<file path="src/rtl/sync_fifo_wr_arbiter.sv">
// ---------------------------------------------------------------------------
// sync_fifo_wr_arbiter
//
// Round-robin write arbiter sharing one sync_fifo write port between NUM_REQ
// producers. One producer is granted per burst. Its beats pass straight
// through to the FIFO write port, gated by fifo_full. The source index
// travels with each write on fifo_tag.
//
// Optional feature macro: SYNC_FIFO_WR_ARB_STATS_EN
//   When this macro is defined, the block adds per-requester saturating
//   16-bit beat counters (beat_count) and a synchronous clear (stats_clr).
//
// Ports:
//   clock       single clock
//   rst         asynchronous, active-low reset
//   req_valid   per-requester beat valid
//   req_last    per-requester final-beat marker
//   req_data    flattened beats, requester i at [i*DATA_WIDTH +: DATA_WIDTH]
//   req_ready   per-requester beat accept
//   fifo_full   sync_fifo full flag
//   fifo_wr_en  sync_fifo write enable
//   fifo_din    sync_fifo write data (0 while idle)
//   fifo_tag    source index of the current write (0 while idle)
//   busy        high while a burst is granted (exposes FSM state)
//   stats_clr   (stats build) synchronous clear of beat counters
//   beat_count  (stats build) NUM_REQ x 16-bit beat counters
//
// Handshake: a beat transfers on a rising clock edge where req_valid[i] and
// req_ready[i] are both high. fifo_wr_en is high in exactly that cycle. The
// FIFO accepts the write on the same edge. req_ready never depends on the
// requester's own req_valid.
// ---------------------------------------------------------------------------
module sync_fifo_wr_arbiter #(
  parameter int NUM_REQ    = 4,
  parameter int DATA_WIDTH = 64,
  parameter int MAX_BURST  = 4
) (
  input  logic                            clock,
  input  logic                            rst,
  input  logic [NUM_REQ-1:0]              req_valid,
  input  logic [NUM_REQ-1:0]              req_last,
  input  logic [NUM_REQ*DATA_WIDTH-1:0]   req_data,
  output logic [NUM_REQ-1:0]              req_ready,
  input  logic                            fifo_full,
  output logic                            fifo_wr_en,
  output logic [DATA_WIDTH-1:0]           fifo_din,
  output logic [$clog2(NUM_REQ)-1:0]      fifo_tag,
  output logic                            busy
`ifdef SYNC_FIFO_WR_ARB_STATS_EN
  ,
  input  logic                            stats_clr,
  output logic [NUM_REQ*16-1:0]           beat_count
`endif
);

  localparam int GW = $clog2(NUM_REQ);
  localparam int CW = $clog2(MAX_BURST + 1);

  localparam logic [0:0] ST_IDLE  = 1'b0;
  localparam logic [0:0] ST_BURST = 1'b1;

  logic [0:0]    state_q, state_d;
  logic [GW-1:0] grant_id_q, grant_id_d;
  logic [GW-1:0] last_grant_q, last_grant_d;
  logic [CW-1:0] beat_cnt_q, beat_cnt_d;

  logic [GW-1:0] pick;
  logic          pick_found;
  logic          in_burst;
  logic          g_valid;
  logic          g_last;
  logic          xfer;
  logic [CW-1:0] beat_inc;
  logic          cap_hit;

  // Round-robin search starting one above the previous grant, so the
  // requester that just finished has the lowest priority.
  always_comb begin
    pick       = last_grant_q;
    pick_found = 1'b0;
    for (int i = 1; i <= NUM_REQ; i++) begin
      if (!pick_found && req_valid[(int'(last_grant_q) + i) % NUM_REQ]) begin
        pick_found = 1'b1;
        pick       = GW'((int'(last_grant_q) + i) % NUM_REQ);
      end
    end
  end

  assign in_burst = (state_q == ST_BURST);
  assign g_valid  = req_valid[grant_id_q];
  assign g_last   = req_last[grant_id_q];
  assign xfer     = in_burst && g_valid && !fifo_full;
  assign beat_inc = beat_cnt_q + 1'b1;
  assign cap_hit  = (beat_inc == CW'(MAX_BURST));

  always_comb begin
    state_d      = state_q;
    grant_id_d   = grant_id_q;
    last_grant_d = last_grant_q;
    beat_cnt_d   = beat_cnt_q;
    case (state_q)
      ST_IDLE: begin
        if (pick_found) begin
          state_d      = ST_BURST;
          grant_id_d   = pick;
          last_grant_d = pick;
          beat_cnt_d   = '0;
        end
      end
      ST_BURST: begin
        if (xfer) begin
          beat_cnt_d = beat_inc;
          if (g_last || cap_hit) state_d = ST_IDLE;
        end else if (!g_valid && !fifo_full) begin
          // Producer stalled while the FIFO could accept: release the port.
          state_d = ST_IDLE;
        end
      end
      default: state_d = ST_IDLE;
    endcase
  end

  always_ff @(posedge clock or negedge rst) begin
    if (!rst) begin
      state_q      <= ST_IDLE;
      grant_id_q   <= '0;
      last_grant_q <= GW'(NUM_REQ - 1);
      beat_cnt_q   <= '0;
    end else begin
      state_q      <= state_d;
      grant_id_q   <= grant_id_d;
      last_grant_q <= last_grant_d;
      beat_cnt_q   <= beat_cnt_d;
    end
  end

  // Outputs are decoded from registered state, so an asserted reset clears
  // them immediately without waiting for a clock edge.
  always_comb begin
    req_ready = '0;
    if (in_burst && !fifo_full) req_ready[grant_id_q] = 1'b1;
  end

  assign fifo_wr_en = xfer;
  assign fifo_din   = in_burst ? req_data[grant_id_q*DATA_WIDTH +: DATA_WIDTH] : '0;
  assign fifo_tag   = in_burst ? grant_id_q : '0;
  assign busy       = in_burst;

`ifdef SYNC_FIFO_WR_ARB_STATS_EN
  logic [15:0] stat_q [NUM_REQ];

  for (genvar gi = 0; gi < NUM_REQ; gi++) begin : g_stats
    always_ff @(posedge clock or negedge rst) begin
      if (!rst) begin
        stat_q[gi] <= '0;
      end else if (stats_clr) begin
        stat_q[gi] <= '0;
      end else if (xfer && (grant_id_q == GW'(gi)) && (stat_q[gi] != 16'hFFFF)) begin
        stat_q[gi] <= stat_q[gi] + 16'd1;
      end
    end
    assign beat_count[gi*16 +: 16] = stat_q[gi];
  end
`endif

endmodule

</file>
<file path="config.mk">
export PLATFORM = sky130hd
export DESIGN_NAME = sync_fifo_wr_arbiter
export DESIGN_NICKNAME = d
export VERILOG_FILES = /design/src/rtl/sync_fifo_wr_arbiter.sv
export SDC_FILE = /design/constraint.sdc
export NUM_CORES = 1
export LEC_CHECK = 0
export BUFFER_PORTS_ARGS = -buffer_cell sky130_fd_sc_hd__buf_2
export CAP_MARGIN = 25
export CORE_AREA = 2 2 132 134
export DETAILED_ROUTE_END_ITERATION = 10
export DIE_AREA = 0 0 134 136
export SLEW_MARGIN = 0
export SYNTH_ARGS = -nofsm -noshare
export SYNTH_HDL_FRONTEND = slang
export SYNTH_SLANG_ARGS = --single-unit
</file>
<file path="constraint.sdc">
create_clock -name clock -period 3 [get_ports clock]
set_input_delay 0.3 -clock clock [delete_from_list [all_inputs] [get_ports clock]]
set_output_delay 0.3 -clock clock [all_outputs]
set_load 0.005 [all_outputs]
</file>
==> impl_metrics.csv, run 1 <==
group,metric,value,unit
status,status,"finished clean",
sta,rsz0062_at_grt,"no",
sta,hold_viol,0,
routing,vias_per_cell,4.35,
floorplan,start_util,0.150,
synth,synth_nets,483,
power_and_ir_drop,powerDensity,725,mW/mm^2
sta,fmax,424,MHz
global_route,grt_pass1_vias,3271,
synth,yosys_warnings,0,
setup_path,setup.worst_path.class,"reg2out",
setup_path,end_kind,"output pin",
routing,wl_per_cell,17.3,um
synth,synth_area,0.00252,sq mm
sta,skew,0.00451,ns
setup_path,crit_required,2.70,ns
power_and_ir_drop,ir_worst_vdd,465,uV
final_layout,final_nets,807,
setup_path,worstRegToRegCells,4,
routing,dr.pass1.iters,4,
synth,ys_ff_latch,8,
global_route,grt_pass1_wl,18.7,mm
final_layout,syn2layout_area_growth,79.2,%
global_route,grt_usage,0.132,
clock_network,tritoncts,"yes",
routing,drtIter0Drc,160,
floorplan,pin_count,339,
sta,slew_headroom,0.357,
clock_network,postCtsSetupBuffers,0,
floorplan,die_y,136,um
final_layout,fillerInstances,1834,
placement,port_buffers,338,
min_path,holdPathEnd,"busy",
power_and_ir_drop,cellLeakagePower,2.27,nW
global_route,antenna_found_initial,2,
synth,synth-xor-area-share,0.00347,
placement,dpl.hpwl,11.5,mm
clock_network,clock-root-buffer,"clkbuf_16",
job,drv_cap,0,
floorplan,std_cell_rows,48,
clock_network,clk_pin_slew,0.04,ns
placement,gp_congestion,0.841,
synth,synthMuxAreaShare,0.587,
clock_network,htreeDepth,1,
global_route,gr-total-overflow,0,
setup_path,rr_endpoint,"beat_cnt_q[2]",
global_route,grt_max_degree,70,
synth,synth_top_family_by_area,"multiplexers",
clock_network,clk_path_buf_depth,2,
synth,syn-mean-instance-area,11.8,sq um
sta,holdWs,0.373,ns
floorplan,core,0.0169,sq mm
final_layout,drive_gt1_frac,0.777,
clock_network,cts.sinks,8,
synth,synth_compound_area_frac,0.0510,
setup_path,critical_path.max_fanout,69,
min_path,min_from,"fifo_full",
synth,yosys.area_share.simple,0.210,
synth,synthCells,214,
sta,worst_slew_pin_slew,0.964,ns
sta,finalCritPeriodShare,0.785,
setup_path,rrSetupSlack,1.11,ns
setup_path,r2r_start,"grant_id_q[1]",
sta,tns,0,ns
setup_path,arrival,2.06,ns
routing,antenna_left,0,
clock_network,cts_buffers,3,
sta,drv_slew,0,
routing,vias,3316,
sta,finalWorstSetupSlack,0.644,ns
floorplan,die_area,0.0182,sq mm
routing,routed_wirelength,13.2,mm
synth,synth-adder-area-share,0.00991,
sta,period_needed,2.36,ns
routing,drc,0,
sta,finalSetupViolations,0,
min_path,hold-path-cell-count,3,
min_path,worstHoldPathType,"in2reg",
synth,netlist-cell-type-count,32,
setup_path,critPathLaunchType,"flop",
clock_network,clock_latency,0.23,ns
floorplan,die_w,134,um
placement,post-place-ws,0.895,ns
synth,yosysSeqAreaShare,0.0803,
[state kept, by name, summed over array words and instances (netlist names)]
name	cells
beat_cnt_q	3
grant_id_q	2
last_grant_q	2
busy	1
[logic make-up after synthesis]
kind of cell / count (synthesis)
AOI/OAI and AO/OA: 17
buffers and inverters: 29
muxes: 68
xor gates and xnor gates: 1
adders and majority gates: 2
and+or+nand+nor: 89
DFF: 8
[area by class of cell]
type                       count  area [sq um]  share of cell area
multi-input combinational    177          2170               0.481
timing repair buffer         343          1760               0.388
tap                          225           282              0.0622
sequential                     8           211              0.0467
clock buffer                   4          78.8              0.0174
inverter                       5          18.8             0.00415
antenna                        1          2.50            0.000553
[timing repair]
| item | in CTS | in global routing |
|---|---|---|
| setup endpoints to repair | 0 | 0 |
| gates resized for setup | 0 | 0 |
| hold endpoints to repair | 6 | 0 |
| hold buffers | 1 | 0 |
[power by group]
group,internal [W],leakage (nW),switching [W]
logic,0.00165,2.14,0.000963
clock network,0.000177,0.0382,0.0000539
registers,0.000171,0.0919,0.000265
total,0.00200,2.27,0.00128
[cell usage in the layout, fill, tap and decap left out, types with 3 or more instances in the layout]
master     count
buf_2        338
and2_1        66
clkbuf_16      3
dfrtp_1        3
mux4_2        64
o21ai_0        3
nand3_1        4
nand2_1        5
nor2_1         6
mux2i_1        4
inv_1          5
[metal layers]
metal | track usage | vias up | share of wire
li1 | - | 1495 | -
met1 | 0.160 | 1628 | 0.39
met2 | 0.232 | 173 | 0.51
met3 | 0.0298 | 18 | 0.077
met4 | 0.0408 | 2 | 0.022
met5 | 0 | - | 0.00098
[worst max-delay path: stages (launching register included)]
cell     delay, ns
dfrtp_4       0.97
mux4_2        0.43
and2_1        0.17
buf_2         0.12
[stage by stage]
step | area, sq um | power [W] | util | std cells
6_report | 4520 | 0.00328 | 0.268 | 763
5_1_grt | 4520 | 0.00357 | 0.268 | 763
4_1_cts | 4520 | 0.00335 | 0.268 | 762
3_5_place_dp | 4430 | 0.00309 | 0.263 | 757
3_3_place_gp | 4430 | 0.00307 | 0.263 | 757
2_1_floorplan | 2520 | 0.00212 | - | 214
[worst max-delay path by stage]
stage | cells past startpoint | endpoint | start | slack (ns)
2_1_floorplan | 5 | fifo_din[47] | grant_id_q[0] | 1.28
3_3_place_gp | 3 | fifo_din[35] | grant_id_q[1] | 0.91
3_5_place_dp | 3 | fifo_din[35] | grant_id_q[1] | 0.90
4_1_cts | 3 | fifo_din[35] | grant_id_q[1] | 0.65
5_1_grt | 3 | fifo_din[35] | grant_id_q[1] | 0.59
6_report | 3 | fifo_din[17] | grant_id_q[1] | 0.64
[Yosys cell counts]
master | count | share of area
mux2i_1 | 4 | 0.016
clkbuf_1 | 8 | 0.012
nor4_1 | 1 | 0.0025
a22o_1 | 1 | 0.0035
o221ai_1 | 1 | 0.0035
a21oi_1 | 2 | 0.0040
nand2_1 | 5 | 0.0074
dfstp_2 | 2 | 0.021
a31oi_1 | 1 | 0.0025
o32ai_1 | 1 | 0.0035
nand3_1 | 4 | 0.0079
nor2b_1 | 2 | 0.0050
inv_1 | 5 | 0.0074
mux4_2 | 64 | 0.57
o21ai_0 | 3 | 0.0059
dfrtp_1 | 6 | 0.059
nand2b_1 | 2 | 0.0050
a21boi_0 | 1 | 0.0030
o21a_1 | 1 | 0.0030
buf_6 | 3 | 0.013
or3b_4 | 1 | 0.0045
and2_1 | 66 | 0.16
ha_1 | 2 | 0.0099
o22a_4 | 1 | 0.0069
buf_2 | 13 | 0.026
nand3b_1 | 1 | 0.0030
a21o_1 | 2 | 0.0059
or2_2 | 1 | 0.0025
nor2_1 | 6 | 0.0089
o311ai_0 | 1 | 0.0035
xor2_1 | 1 | 0.0035
a211oi_1 | 2 | 0.0059
(Power assumes the default switching activity.)
==> inputs of run 2 (changes only) <==
ABC_AREA = 1   (was unset)
CORE_AREA = 2 2 130 132   (was 2 2 132 134)
DIE_AREA = 0 0 132 134   (was 0 0 134 136)
clock period = 2.3 ns   (was 3 ns; I/O delays follow)
==> run 2 against run 1 <==
Critical path depth rose by 3. Power rose by 35%. Design area fell by 7.2%. Synthesized cell count rose by 90%. Register-to-register slack got worse by 0.59 ns. Routed wire length rose by 6.5%. Utilization fell by 1.0 points. Non-clock buffer count rose by 5. Count of clock-buffer cells in the layout fell by 1. Clock skew fell by 0.0023 ns. Hold slack got worse by 0.0070 ns. Global-route usage rose by 1.3 points.
==> impl_metrics.csv, run 2 <==
group,metric,value,unit
final_layout,final_cell_mix,"buf_2, nand2_1, a22oi_1, a31oi_1, nand3_1",
synth,synth_nets,676,
power_and_ir_drop,powerDensity,1060,mW/mm^2
setup_path,crit_required,2.07,ns
global_route,busiest_layer,"met2",
synth,synth_area,0.00223,sq mm
sta,skew,0.00226,ns
setup_path,rrSetupSlack,0.52,ns
setup_path,end_kind,"output pin",
synth,synthCells,407,
sta,finalSetupViolations,0,
placement,dpl.hpwl,11.1,mm
clock_network,tritoncts,"yes",
routing,antenna_left,0,
min_path,worstHoldPathType,"in2async",
global_route,grt_max_degree,67,
global_route,grt_usage,0.145,
status,status,"finished clean",
synth,synthFlopType,"dfrtp_1",
global_route,grtUsageMet3,0.0223,
job,drv_cap,0,
setup_path,arrival,1.88,ns
synth,async_reset_ff_frac,1.00,
synth,synth_common_cells,"nand2_1, a22oi_1, a31oi_1",
routing,vias,4282,
global_route,antenna_found_initial,1,
synth,yosysSeqAreaShare,0.0908,
global_route,grt_pass1_wl,21.2,mm
setup_path,critical_path.max_fanout,30,
setup_path,critPathLaunchType,"flop",
floorplan,die_area,0.0177,sq mm
synth,syn-mean-instance-area,5.48,sq um
floorplan,die_w,132,um
sta,drv_slew,0,
sta,rsz0062_at_grt,"no",
synth,synth_top_area_share,0.301,
final_layout,final_core_utilization,0.258,
clock_network,clk_pin_slew,0.04,ns
synth,synth_edf_count,0,
sta,fmax,473,MHz
clock_network,cts.sinks,8,
routing,wl_per_cell,15.0,um
setup_path,rr_endpoint,"beat_cnt_q[0]",
clock_network,clk_path_buf_depth,2,
synth,yosys_warnings,0,
power_and_ir_drop,cellLeakagePower,2.24,nW
setup_path,worstRegToRegCells,9,
sta,finalCritPeriodShare,0.919,
synth,yosys.area.top_type,"nand2_1",
setup_path,critPathLaunch,"grant_id_q[1]",
sta,hold_viol,0,
final_layout,finalInstanceArea,0.00420,sq mm
global_route,use_met1,0.186,
floorplan,pin_count,339,
routing,vias_per_cell,4.55,
final_layout,final_common_cell,"buf_2",
final_layout,multi_input_area,0.00180,sq mm
routing,drc,0,
final_layout,largest-register,"beat_cnt_q",
final_layout,largest_registers,"beat_cnt_q x3, grant_id_q x2, last_grant_q x2",
final_layout,fillerInstances,1815,
setup_path,setup.worst_path.class,"reg2out",
synth,netlist-cell-type-count,27,
sta,slew_headroom,0.700,
synth,ys_ff_latch,8,
power_and_ir_drop,p_total,0.00443,W
routing,routed_wirelength,14.1,mm
global_route,gr-total-overflow,0,
routing,dr.pass1.iters,5,
placement,gp_congestion,0.773,
sta,tns,0,ns
final_layout,final_nets,992,
sta,worst_slew_pin_slew,0.451,ns
clock_network,post_cts_resize_count,0,
floorplan,std_cell_rows,47,
global_route,globalRouteMet2Util,0.258,
global_route,grt_pass1_vias,4122,
final_layout,largest_reg_flops,3,
final_layout,drive_gt1_frac,0.512,
clock_network,htreeDepth,1,
sta,period_needed,2.11,ns
placement,port_buffers,338,
routing,drtIter0Drc,211,
clock_network,clock_latency,0.23,ns
synth,synth.most_common_cell,"nand2_1",
clock_network,cts_buffers,3,
final_layout,seqCellArea,203,sq um
floorplan,core,0.0163,sq mm
floorplan,die_y,134,um
synth,synth.area.top_cells,"nand2_1, a22oi_1, a31oi_1",
setup_path,r2r_start,"grant_id_q[1]",
clock_network,clock-root-buffer,"clkbuf_16",
power_and_ir_drop,ir_worst_vdd,965,uV
final_layout,syn2layout_area_growth,88.1,%
floorplan,start_util,0.137,
final_layout,n_antenna_cell,0,
placement,placed_area,0.00411,sq mm
[run 2: changes by cell type after synthesis, sizes merged, moves of 4 or more]
cell	previous run	this run
nor2	6	12
a22oi	0	64
mux2i	4	0
buf	16	29
mux4	64	0
inv	5	17
nand3	4	11
a31oi	1	64
nand2	5	182
and2	66	1
[run 2: per-layer routing]
layer,wire length [um],vias up
met5,0,-
met4,198,0
met3,1230,15
met1,5840,1935
met2,6800,255
li1,-,2077
[run 2: area by class of cell]
class	count	share of cell area
Tap cell	220	0.0656
Sequential cell	8	0.0483
Timing Repair Buffer	348	0.424
Multi-Input combinational cell	345	0.428
Clock buffer	3	0.0179
Inverter	17	0.0158
[run 2: kinds of logic (layout without fill, tap and decap cells)]
logic type / Yosys count / after routing / synth area share
xor gates and xnor gates: 1 / 1 / 0.00392
adders and majority gates: 2 / 2 / 0.0112
DFF: 8 / 8 / 0.0908
buffers and inverters: 54 / 368 / 0.109
AOI/OAI and AO/OA: 133 / 133 / 0.410
and+or+nand+nor: 209 / 209 / 0.374
[run 2: worst max path at each step]
stage	end	slack, ns	depth (start not counted)
floorplan	grant_id_q[0]	0.78	12
global placement	fifo_din[25]	0.46	6
detailed placement	fifo_din[42]	0.43	6
CTS	fifo_din[42]	0.18	6
global route	fifo_din[25]	0.06	6
finish	fifo_din[42]	0.19	6
[run 2: where the power goes]
part | leakage, nW | internal, W | switching [W] | total [W]
logic | 2.10 | 0.00158 | 0.00223 | 0.00380
registers | 0.0965 | 0.000214 | 0.000116 | 0.000330
clock network | 0.0370 | 0.000224 | 0.0000718 | 0.000296
total | 2.24 | 0.00202 | 0.00241 | 0.00443
[run 2: critical path, cell delays in order, from the launching register on]
cell     delay (ns)
dfrtp_1        0.52
nand2_1        0.18
inv_2          0.08
buf_4          0.33
nand2_1        0.09
a31oi_1        0.25
buf_2          0.17
[run 2: per-stage QoR]
| step | hold WS [ns] | std cells | worst slack, ns |
|---|---|---|---|
| final | 0.367 | 941 | 0.186 |
| after global routing | 0.395 | 941 | 0.0565 |
| after CTS | 0.368 | 941 | 0.179 |
| after detailed placement | 0.0815 | 937 | 0.429 |
| after global placement | 0.0798 | 937 | 0.455 |
| after floorplan | -0.0656 | 407 | 0.780 |
[run 2: repair_timing]
action                                  4_1_cts  5_1_grt
endpoints found under the hold margin         6        0
buffers inserted                              0        0
hold buffers                                  1        0
endpoints found under the setup margin        0        0
